## src/rtl/dl_rshift_pipe.sv

```systemverilog
// Pipelined barrel right shifter, one power-of-two shift step per stage.
// Valid/ready handshake at both ends; stalls compress bubbles.
module dl_rshift_pipe #(
  parameter int NUM_BITS       = 32,
  parameter int NUM_SHIFT_BITS = $clog2(NUM_BITS)
) (
  input  logic                      clk,
  input  logic                      rst_n,
  input  logic                      in_valid,
  output logic                      in_ready,
  input  logic [NUM_BITS-1:0]       a,
  input  logic [NUM_SHIFT_BITS-1:0] shift,
  input  logic                      arith,
  output logic                      out_valid,
  input  logic                      out_ready,
  output logic [NUM_BITS-1:0]       out
);

  localparam int W = NUM_BITS;
  localparam int S = NUM_SHIFT_BITS;

  logic [S-1:0]         vld_q;
  logic [S-1:0][W-1:0]  dat_q;
  logic [S-1:0][S-1:0]  sh_q;
  logic [S-1:0]         ar_q;

  logic [S-1:0]         adv;
  logic [S-1:0]         load;
  logic [S-1:0][W-1:0]  din;
  logic [S-1:0][S-1:0]  sh_in;
  logic [S-1:0]         ar_in;
  logic [S-1:0][W-1:0]  dat_d;

  always_comb begin
    adv        = '0;
    adv[S-1]   = vld_q[S-1] & out_ready;
    for (int k = S - 2; k >= 0; k--) begin
      adv[k] = vld_q[k] & (~vld_q[k+1] | adv[k+1]);
    end
  end

  assign in_ready = ~vld_q[0] | adv[0];

  always_comb begin
    load     = '0;
    din      = '0;
    sh_in    = '0;
    ar_in    = '0;
    load[0]  = in_valid & in_ready;
    din[0]   = a;
    sh_in[0] = shift;
    ar_in[0] = arith;
    for (int k = 1; k < S; k++) begin
      load[k]  = adv[k-1];
      din[k]   = dat_q[k-1];
      sh_in[k] = sh_q[k-1];
      ar_in[k] = ar_q[k-1];
    end
  end

  // Arithmetic steps keep the MSB, so each stage's MSB is the original sign.
  always_comb begin
    dat_d = '0;
    for (int k = 0; k < S; k++) begin
      if (sh_in[k][k]) begin
        dat_d[k] = din[k] >> (1 << k);
        if (ar_in[k] && din[k][W-1]) begin
          dat_d[k] = dat_d[k] | ~({W{1'b1}} >> (1 << k));
        end
      end else begin
        dat_d[k] = din[k];
      end
    end
  end

  always_ff @(posedge clk or negedge rst_n) begin
    if (!rst_n) begin
      vld_q <= '0;
      dat_q <= '0;
      sh_q  <= '0;
      ar_q  <= '0;
    end else begin
      for (int k = 0; k < S; k++) begin
        if (load[k]) begin
          vld_q[k] <= 1'b1;
          dat_q[k] <= dat_d[k];
          sh_q[k]  <= sh_in[k];
          ar_q[k]  <= ar_in[k];
        end else if (adv[k]) begin
          vld_q[k] <= 1'b0;
        end
      end
    end
  end

  assign out_valid = vld_q[S-1];
  assign out       = dat_q[S-1];

  // Shift bits already consumed and the last stage's control are dead.
  logic unused_ctl;
  assign unused_ctl = ^{sh_q, ar_q[S-1]};

endmodule

```

## config.mk

```make
export PLATFORM = sky130hd
export DESIGN_NAME = dl_rshift_pipe
export DESIGN_NICKNAME = d
export VERILOG_FILES = /design/src/rtl/dl_rshift_pipe.sv
export SDC_FILE = /design/constraint.sdc
export NUM_CORES = 1
export LEC_CHECK = 0
export ABC_AREA = 1
export CORE_UTILIZATION = 50
export DETAILED_ROUTE_END_ITERATION = 12
export GPL_TIMING_DRIVEN = 0
export MAX_ROUTING_LAYER = met4
export PLACE_DENSITY_LB_ADDON = 0.1
export SKIP_LAST_GASP = 1
export SLEW_MARGIN = 40
export SYNTH_ARGS = -nofsm -noshare
export SYNTH_HDL_FRONTEND = slang
export SYNTH_SLANG_ARGS = --single-unit
```

## constraint.sdc

```tcl
create_clock -name clk -period 1.8 [get_ports clk]
set_input_delay 0.45 -clock clk [delete_from_list [all_inputs] [get_ports clk]]
set_output_delay 0.45 -clock clk [all_outputs]
set_load 0.02 [all_outputs]
```

==> impl_metrics.tcl, run 1 <==
set metrics [dict create \
    syn2layout_area_growth_pct 20.3 \
    multi_input_area_mm2 0.00327 \
    routedWlPerCell_um 14.1 \
    clk_pin_slew_ns 0.06 \
    clock_latency_ns 0.43 \
    pwr-share-comb_pct 37.7 \
    drive_above_1_share_pct 11.6 \
    rsz0062_at_grt "yes" \
    tightest_slew_ns 0.513 \
    min_from "shift[0]" \
    ys_top_cells_by_area "dfrtp_1 53%, nand2_1 12%, mux2i_1 6.8%" \
    intPower_mw 10.6 \
    r2r_slack_ns 0.16 \
    clkPwrFrac_pct 22.5 \
    status "finished clean" \
    rows 47 \
    ir_drop_mv 0.757 \
    drc 0 \
    cts_tree "done" \
    port_buffers 74 \
    r2r_start "vld_q[4]" \
    worst_hold_path_type "input pin to register" \
    powerDensity_mw_per_mm2 1670 \
    die-area_mm2 0.0174 \
    skew_ns 0.00862 \
    critPathArrivalTime_ns 1.33 \
    synth_warnings 0 \
    worstPathMaxFanout 3 \
    clkSinkCount 179 \
    drt_first_pass_iters 4 \
    nets 1101 \
    clock-root-buffer "clkbuf_16" \
    rr_worst_depth 4 \
    syn_area_per_cell_um2 8.81 \
    utilization_pct 61.3 \
    antenna_left 0 \
    diodes 0 \
    synth_seq_cells 179 \
    grt_overflow_total 0 \
    first_iter_violations 329 \
    slowest_stage "dfrtp_1" \
    endpoint "in_ready" \
    crit_chain "nand3_4 -> nor2_4 -> nand3_4 -> buf_6" \
    grt_pass1_vias 6004 \
    r2r_end "out[29]" \
    final.min_clock_period_ns 1.78 \
    synth_area_mm2 0.00843 \
    cts_max_level 4 \
    fillers 1515 \
    synth.top_cell.area_share_pct 53.2 \
    coreArea_mm2 0.0165 \
    grt_max_degree 65 \
    antenna_found_initial 0 \
    fin_crit_sh_pct 98.9 \
    syn_nets 999 \
    cts_inserted_buffers 17 \
    maxSlewViolCount 0 \
    p_sw_share_pct 37.2 \
    grt_pass1_wl_mm 29.8 \
    post_synth_inst_count 957 \
    ys_seq_area_share_pct 53.2 \
    die_y_um 132 \
    place_inst 1253 \
    relSlewSlack_pct 65.8 \
    avgViaCountPerCell 4.96 \
    critPathLaunchType "register" \
    cp_slowest_stage_delay_ns 0.41 \
    dpl.hpwl_mm 13.5 \
    seq_power_share_pct 39.8 \
    drv_cap 0 \
    vias 6400 \
    fmax_ghz 0.562 \
    switchingPower_mw 6.29 \
    yosysTopAreaCell "dfrtp_1" \
    path_class "register to output port" \
    cp-end-kind "output port" \
    fin_cells 1291 \
    synth_cell_types 27 \
    regArea_mm2 0.00448 \
    finalHoldViolations 0 \
    grt_usage_pct 22.7 \
    die_x_um 132 \
    required_ns 1.35 \
    path_common_cell "nand3_4" \
    clk_path_buf_depth 2 \
    ios 76 \
    critPathLaunch "vld_q[3]" \
    finalSetupViolCount 0 \
    drt_wl_total_mm 18.3 \
    start_util_pct 51.0 \
    total_leakage_power_nw 4.91 \
    routabilityCongestion 0.801 \
]
worst max-delay path, delay by kind of cell (launching register included):
kind          cells  cell delay, ns
buf+inv           1            0.15
simple gates      3            0.33
flops             1            0.41
state kept, by name (all words and copies together), names as in the netlist:
signal and flops:
dat_q 128, out 32, sh_in 10, vld_q 5, ar_q 4
stage by stage:
stage / setup WS (ns) / setup TNS [ns] / hold slack [ns] / cell area [um^2] / power, mW
2_1_floorplan: 0.193 / 0 / 0.154 / 8430 / 11.1
3_3_place_gp: -6.98 / -1276.45 / 0.461 / 9440 / 13.2
3_5_place_dp: -0.948 / -33.20 / 0.419 / 9500 / 13.4
4_1_cts: -0.120 / -0.120 / 0.464 / 10100 / 17.0
5_1_grt: -0.0610 / -0.0610 / 0.502 / 10100 / 18.1
6_report: 0.0197 / 0 / 0.477 / 10100 / 16.9
area by class of cell:
class                      count  area share [%]
sequential                   179            44.2
multi-input combinational    650            32.3
timing repair buffer          84            8.11
buffer                        96            5.68
clock buffer                  26            4.63
tap                          220            2.72
clock inverter                 5            1.23
inverter                      31            1.15
worst min path at each step:
stage                endpoint  cells past startpoint
detailed placement    out[16]                      1
global placement     dat_q[1]                      2
global route        sh_in[13]                      2
finish               dat_q[0]                      5
CTS                  dat_q[0]                      5
floorplan             ar_q[0]                      0
what timing repair did:
| action | in CTS | in global routing |
|---|---|---|
| hold endpoints to repair | 63 | 0 |
| pin swaps | 1 | 2 |
| hold buffers | 1 | 0 |
| setup endpoints to repair | 34 | 13 |
| gates resized for setup | 47 | 4 |
| cloned | 0 | 0 |
| buffers inserted | 6 | 1 |
per-layer routing:
metal	wire, um	vias to the layer above	part of all wire, %	track usage, %
li1	-	3333	-	-
met1	7970	2903	44	26.1
met2	9330	133	51	39.1
met3	418	31	2.3	3.61
met4	537	0	2.9	10.1
met5	0	-	0	-
cells by family (layout without fill, tap and decap cells):
family,count (synthesis),count (layout),share of synthesized area [%]
AOI/OAI and AO/OA,176,176,12.2
buffers and inverters,128,242,8.23
DFF,179,179,53.2
muxes,57,57,6.77
and+or+nand+nor,417,417,19.7
power by group through the flow:
stage	sequential (mW)	clock, mW	combinational [mW]
after floorplan	6.41	0	4.71
after global placement	6.72	0	6.49
after detailed placement	6.77	0	6.61
after CTS	6.72	3.84	6.43
after global routing	6.93	3.99	7.15
final	6.73	3.82	6.38
layout by cell type, fill, tap and decap left out, drive strengths merged:
cell	synthesis	routed
o21ai	90	90
buf	72	83
nand3	48	48
inv	30	30
nand2	275	275
nand4	1	1
dlygate4sd3	0	1
mux2i	57	57
a21o	5	5
a31oi	31	31
clkbuf	25	50
nor2	93	93
o31ai	20	20
clkinv	1	2
dfrtp	179	179
o211ai	1	1
bufinv	0	4
a21oi	29	29
dlygate4sd2	0	34
clkdlybuf4s50	0	38
synthesized netlist by cell type:
master and count:
clkbuf_1 24, clkbuf_4 1, nand4_1 1, nand2_2 2, nand2_1 272, o21ai_1 3
buf_1 4, a21oi_1 28, o31ai_1 20, buf_4 32, nor2_4 1, nand2_4 1
o21ai_2 10, o21ai_0 77, dfrtp_1 179, nand3_2 2, inv_1 30, a31oi_1 31
o211ai_1 1, buf_2 29, clkinv_1 1, mux2i_1 57, nor2_1 92, nand3_1 46
a21oi_2 1, buf_6 7, a21o_1 5
Note: power is estimated with default switching activity, not from simulation.
==> run 2, diff against run 1 <==
--- a/config.mk
+++ b/config.mk
@@ -8,10 +8,10 @@
 export ABC_AREA = 1
 export CORE_UTILIZATION = 50
 export DETAILED_ROUTE_END_ITERATION = 12
+export GPL_ROUTABILITY_DRIVEN = 0
 export GPL_TIMING_DRIVEN = 0
 export MAX_ROUTING_LAYER = met4
 export PLACE_DENSITY_LB_ADDON = 0.1
-export SKIP_LAST_GASP = 1
 export SLEW_MARGIN = 40
 export SYNTH_ARGS = -nofsm -noshare
 export SYNTH_HDL_FRONTEND = slang
==> constraint.sdc (replaced) <==
create_clock -name clk -period 1.65 [get_ports clk]
set_input_delay 0.4125 -clock clk [delete_from_list [all_inputs] [get_ports clk]]
set_output_delay 0.4125 -clock clk [all_outputs]
set_load 0.02 [all_outputs]
==> impl_metrics.tcl, run 2 (synthesized netlist as in run 1, its figures left out) <==
set metrics [dict create \
    fin_crit_sh_pct 105 \
    layout_commonest_cell "nand2_1" \
    tightest_slew_ns 0.492 \
    critPathLaunchType "register" \
    worst_hold_path_type "input pin to register" \
    grt_usage_pct 22.7 \
    place_ws_ns -1.02 \
    required_ns 1.24 \
    dpl.hpwl_mm 13.5 \
    clkPwrFrac_pct 22.5 \
    start_util_pct 51.0 \
    first_iter_violations 352 \
    stdcell_area_mm2 0.0101 \
    final.min_clock_period_ns 1.73 \
    slowest_stage "dfrtp_1" \
    largest_reg_flops 128 \
    grt_pass1_wl_mm 29.8 \
    clk_path_buf_depth 2 \
    cp-end-kind "output port" \
    clock_latency_ns 0.43 \
    avgViaCountPerCell 4.97 \
    intPower_mw 11.6 \
    syn2layout_area_growth_pct 20.3 \
    clk_pin_slew_ns 0.06 \
    finalSetupViolCount 1 \
    drt_first_pass_iters 4 \
    seq_power_share_pct 39.7 \
    utilization_pct 61.3 \
    path_class "register to output port" \
    diodes 0 \
    ios 76 \
    routedWlPerCell_um 14.2 \
    crit_chain "nand3_4 -> nor2_4 -> nand3_4 -> buf_6" \
    antenna_left 0 \
    pwr-share-comb_pct 37.8 \
    port_buffers 74 \
    grt_pass1_vias 6009 \
    maxSlewViolCount 0 \
    crit_family "flip-flops" \
    total_leakage_power_nw 4.92 \
    die-area_mm2 0.0174 \
    drc 0 \
    status "finished, violations left" \
    cp_slowest_stage_delay_ns 0.40 \
    path_buf_inv 1 \
    drt_wl_total_mm 18.4 \
    switchingPower_mw 6.92 \
    fin_setup_tns_ns -0.0835 \
    relSlewSlack_pct 67.2 \
    ir_drop_mv 0.841 \
    drv_cap 0 \
    critPathArrivalTime_ns 1.32 \
    finalPower_mw 18.5 \
    fin_ws_ns -0.0835 \
    nets 1103 \
    antenna_found_initial 0 \
    cts_inserted_buffers 17 \
    path_common_cell "nand3_4" \
    grt_overflow_total 0 \
    rows 47 \
    drive_above_1_share_pct 14.4 \
    fmax_ghz 0.577 \
    worstPathMaxFanout 2 \
    grt_max_degree 65 \
    p_sw_share_pct 37.4 \
    powerDensity_mw_per_mm2 1830 \
    cts_tree "done" \
    clkSinkCount 179 \
    top_register "dat_q" \
    vias 6423 \
    coreArea_mm2 0.0165 \
    violations "setup timing" \
    dpl_cell_area_mm2 0.00950 \
    clock-root-buffer "clkbuf_16" \
    die_x_um 132 \
    fillers 1520 \
    skew_ns 0.00720 \
    rsz0062_at_grt "yes" \
    cts_max_level 4 \
    die_y_um 132 \
    finalHoldViolations 0 \
    final_cell_mix "272 x nand2_1, 179 x dfrtp_1, 92 x nor2_1" \
]
==> run 2: cell type report <==
type                       instances  area [um^2]  share of cell area (%)
sequential                       179         4480                    44.2
multi-input combinational        650         3280                    32.4
timing repair buffer              86          786                    7.75
buffer                            96          601                    5.93
clock buffer                      26          469                    4.63
tap                              220          275                    2.72
clock inverter                     5          125                    1.23
inverter                          31          116                    1.15
==> run 2: power by group through the flow <==
stage | clock (mW) | combinational, mW | sequential (mW)
after floorplan | 0 | 5.14 | 6.99
after global placement | 0 | 7.08 | 7.33
after detailed placement | 0 | 7.21 | 7.38
after CTS | 4.19 | 7.15 | 7.33
after global routing | 4.35 | 7.83 | 7.55
final | 4.17 | 7.00 | 7.34
==> run 2: tightest hold or removal path: stages <==
cell and delay (ns):
buf_2 0.15, nor2_1 0.11, a21oi_1 0.05, nand3_1 0.07, nand2_1 0.05
==> run 2: repair_timing <==
action	4_1_cts	5_1_grt
pin swaps	2	3
setup buffers	7	2
endpoints found under the hold margin	63	0
gates cloned	0	0
endpoints found under the setup margin	44	106
hold buffers	1	0
resized for setup	84	38
==> run 2: stage by stage <==
step                      instances  hold slack [ns]
after global routing           1293            0.470
after floorplan                 957            0.117
after detailed placement       1253            0.381
after global placement         1251            0.461
after CTS                      1292            0.427
final                          1293            0.431
==> run 2: worst paths after layout <==
kind | slack (ns) | start | cells past startpoint | endpoint
min reg2reg | 0.48 | dat_q[32] | 2 | dat_q[32]
max | -0.08 | vld_q[4] | 4 | in_ready
min in group asynchronous | 0.48 | rst_n | 2 | out[16]
max reg2reg | 0.08 | vld_q[4] | 9 | dat_q[17]
max in group asynchronous | 0.24 | rst_n | 4 | dat_q[40]
min | 0.43 | shift[0] | 5 | dat_q[0]
==> run 2: layer usage <==
| layer | up-vias | part of all wire [%] | routed length [um] | track usage, % |
|---|---|---|---|---|
| met4 | 0 | 3.1 | 571 | 10.1 |
| met1 | 2923 | 44 | 8010 | 26.1 |
| met3 | 35 | 2.6 | 472 | 3.61 |
| li1 | 3334 | - | - | - |
| met5 | - | 0 | 0 | - |
| met2 | 131 | 51 | 9320 | 39.2 |
==> run 3, diff against run 2 <==
--- a/config.mk
+++ b/config.mk
@@ -6,7 +6,7 @@
 export NUM_CORES = 1
 export LEC_CHECK = 0
 export ABC_AREA = 1
-export CORE_UTILIZATION = 50
+export CORE_UTILIZATION = 30
 export DETAILED_ROUTE_END_ITERATION = 12
 export GPL_ROUTABILITY_DRIVEN = 0
 export GPL_TIMING_DRIVEN = 0
==> impl_metrics.tcl, run 3 (synthesized netlist as in run 1, its figures left out) <==
set metrics [dict create \
    layout_commonest_cell "nand2_1" \
    cp_slowest_stage_delay_ns 0.40 \
    diodes 0 \
    tightest_slew_ns 0.498 \
    final.min_clock_period_ns 1.85 \
    clock_latency_ns 0.43 \
    largest_reg_flops 128 \
    rows 60 \
    top_register "dat_q" \
    powerDensity_mw_per_mm2 1820 \
    clk_path_buf_depth 2 \
    coreArea_mm2 0.0273 \
    finalPower_mw 19.0 \
    drt_wl_total_mm 20.7 \
    utilization_pct 38.2 \
    total_leakage_power_nw 4.98 \
    cp-end-kind "output port" \
    fmax_ghz 0.541 \
    fin_setup_tns_ns -0.197 \
    die-area_mm2 0.0288 \
    dpl.hpwl_mm 15.7 \
    cts_inserted_buffers 17 \
    finalSetupViolCount 1 \
    fin_crit_sh_pct 112 \
    die_x_um 170 \
    critPathArrivalTime_ns 1.43 \
    crit_family "flip-flops" \
    first_iter_violations 285 \
    route.met3.wl_um 553 \
    required_ns 1.24 \
    stdcell_area_mm2 0.0104 \
    slowest_stage "dfrtp_2" \
    cts_tree "done" \
    regArea_mm2 0.00448 \
    met1_length_mm 9.62 \
    routedWlPerCell_um 14.3 \
    drc 0 \
    vias 6408 \
    grt_max_degree 74 \
    worst_hold_path_type "input pin to register" \
    crit_chain "nand3_4 -> nor2_4 -> nand3_4 -> buf_8 -> buf_6" \
    ios 76 \
    path_class "register to output port" \
    fillers 2887 \
    maxSlewViolCount 0 \
    clock-root-buffer "clkbuf_16" \
    critPathLaunchType "register" \
    die_y_um 170 \
    port_buffers 74 \
    ir_drop_mv 0.779 \
    path_buf_inv 2 \
    dpl_cell_area_mm2 0.00969 \
    worstPathMaxFanout 3 \
    antenna_found_initial 0 \
    avgViaCountPerCell 4.41 \
    rsz0062_at_grt "yes" \
    dr_wl_met2_mm 10.1 \
    grt_overflow_total 0 \
    grt_pass1_wl_mm 34.7 \
    hold_slack_ns 0.447 \
    grt_pass1_vias 6528 \
    relSlewSlack_pct 66.8 \
    finalHoldViolations 0 \
    start_util_pct 30.9 \
    skew_ns 0.0102 \
    path_common_cell "nand3_4" \
    clk_pin_slew_ns 0.07 \
    fin_ws_ns -0.197 \
    syn2layout_area_growth_pct 23.6 \
    cts_max_level 4 \
    nets 1109 \
    routed.top_layer "met4" \
    violations "setup timing" \
    drv_cap 0 \
    status "finished, violations left" \
    drive_above_1_share_pct 16.9 \
    grt_usage_pct 16.0 \
    drt_first_pass_iters 4 \
    multi_input_area_mm2 0.00329 \
    clkSinkCount 179 \
    antenna_left 0 \
    final_cell_mix "271 x nand2_1, 178 x dfrtp_1, 92 x nor2_1" \
]
run 3: worst reg2reg max path, stage by stage (launching register included):
cell and delay [ns]:
dfrtp_2 0.40, nand3_4 0.09, nor2_4 0.16, buf_4 0.13, buf_4 0.10, nand2_4 0.06
nand2_2 0.13, buf_6 0.16, buf_6 0.15, nand2_1 0.07, nand2_1 0.06
run 3: stage by stage:
stage               instances  setup WS [ns]
floorplan                 957         0.0886
global placement         1403          -7.55
detailed placement       1405          -1.06
CTS                      1445         -0.247
global route             1452         -0.270
finish                   1452         -0.197
run 3: final timing paths:
check | startpoint | end | slack, ns | cells past startpoint
setup / recovery | vld_q[4] | in_ready | -0.20 | 5
hold / removal | shift[0] | dat_q[4] | 0.45 | 5
setup reg to reg | vld_q[4] | sh_in[12] | 0.08 | 10
hold reg to reg | dat_q[0] | dat_q[0] | 0.48 | 2
max in group asynchronous | rst_n | vld_q[4] | 0.52 | 3
min in group asynchronous | rst_n | out[3] | 0.46 | 2
run 3: final cells by class:
| type | count | share of cell area, % |
|---|---|---|
| Multi-Input combinational cell | 650 | 31.6 |
| Buffer | 97 | 6.02 |
| Inverter | 31 | 1.12 |
| Clock inverter | 13 | 1.86 |
| Timing Repair Buffer | 91 | 7.60 |
| Sequential cell | 179 | 43.0 |
| Clock buffer | 19 | 4.35 |
| Tap cell | 372 | 4.47 |
run 3: repair_timing:
item                       4_1_cts  5_1_grt
cloned                           0        0
gates resized for setup         83       60
hold buffers                     1        0
setup endpoints to repair       65       90
setup buffers                    7        7
pin swaps                        2        4
hold endpoints to repair        35        0
run 3: layer usage:
layer  global-route usage, %  vias up
li1                        -     3355
met1                    19.7     2891
met2                    26.6      130
met3                    2.26       32
met4                    5.76        0
met5                       -        -
run 3: report_power, final:
group / internal [mW] / switching (mW)
logic: 2.99 / 4.13
registers: 6.10 / 1.29
clock network: 2.65 / 1.81
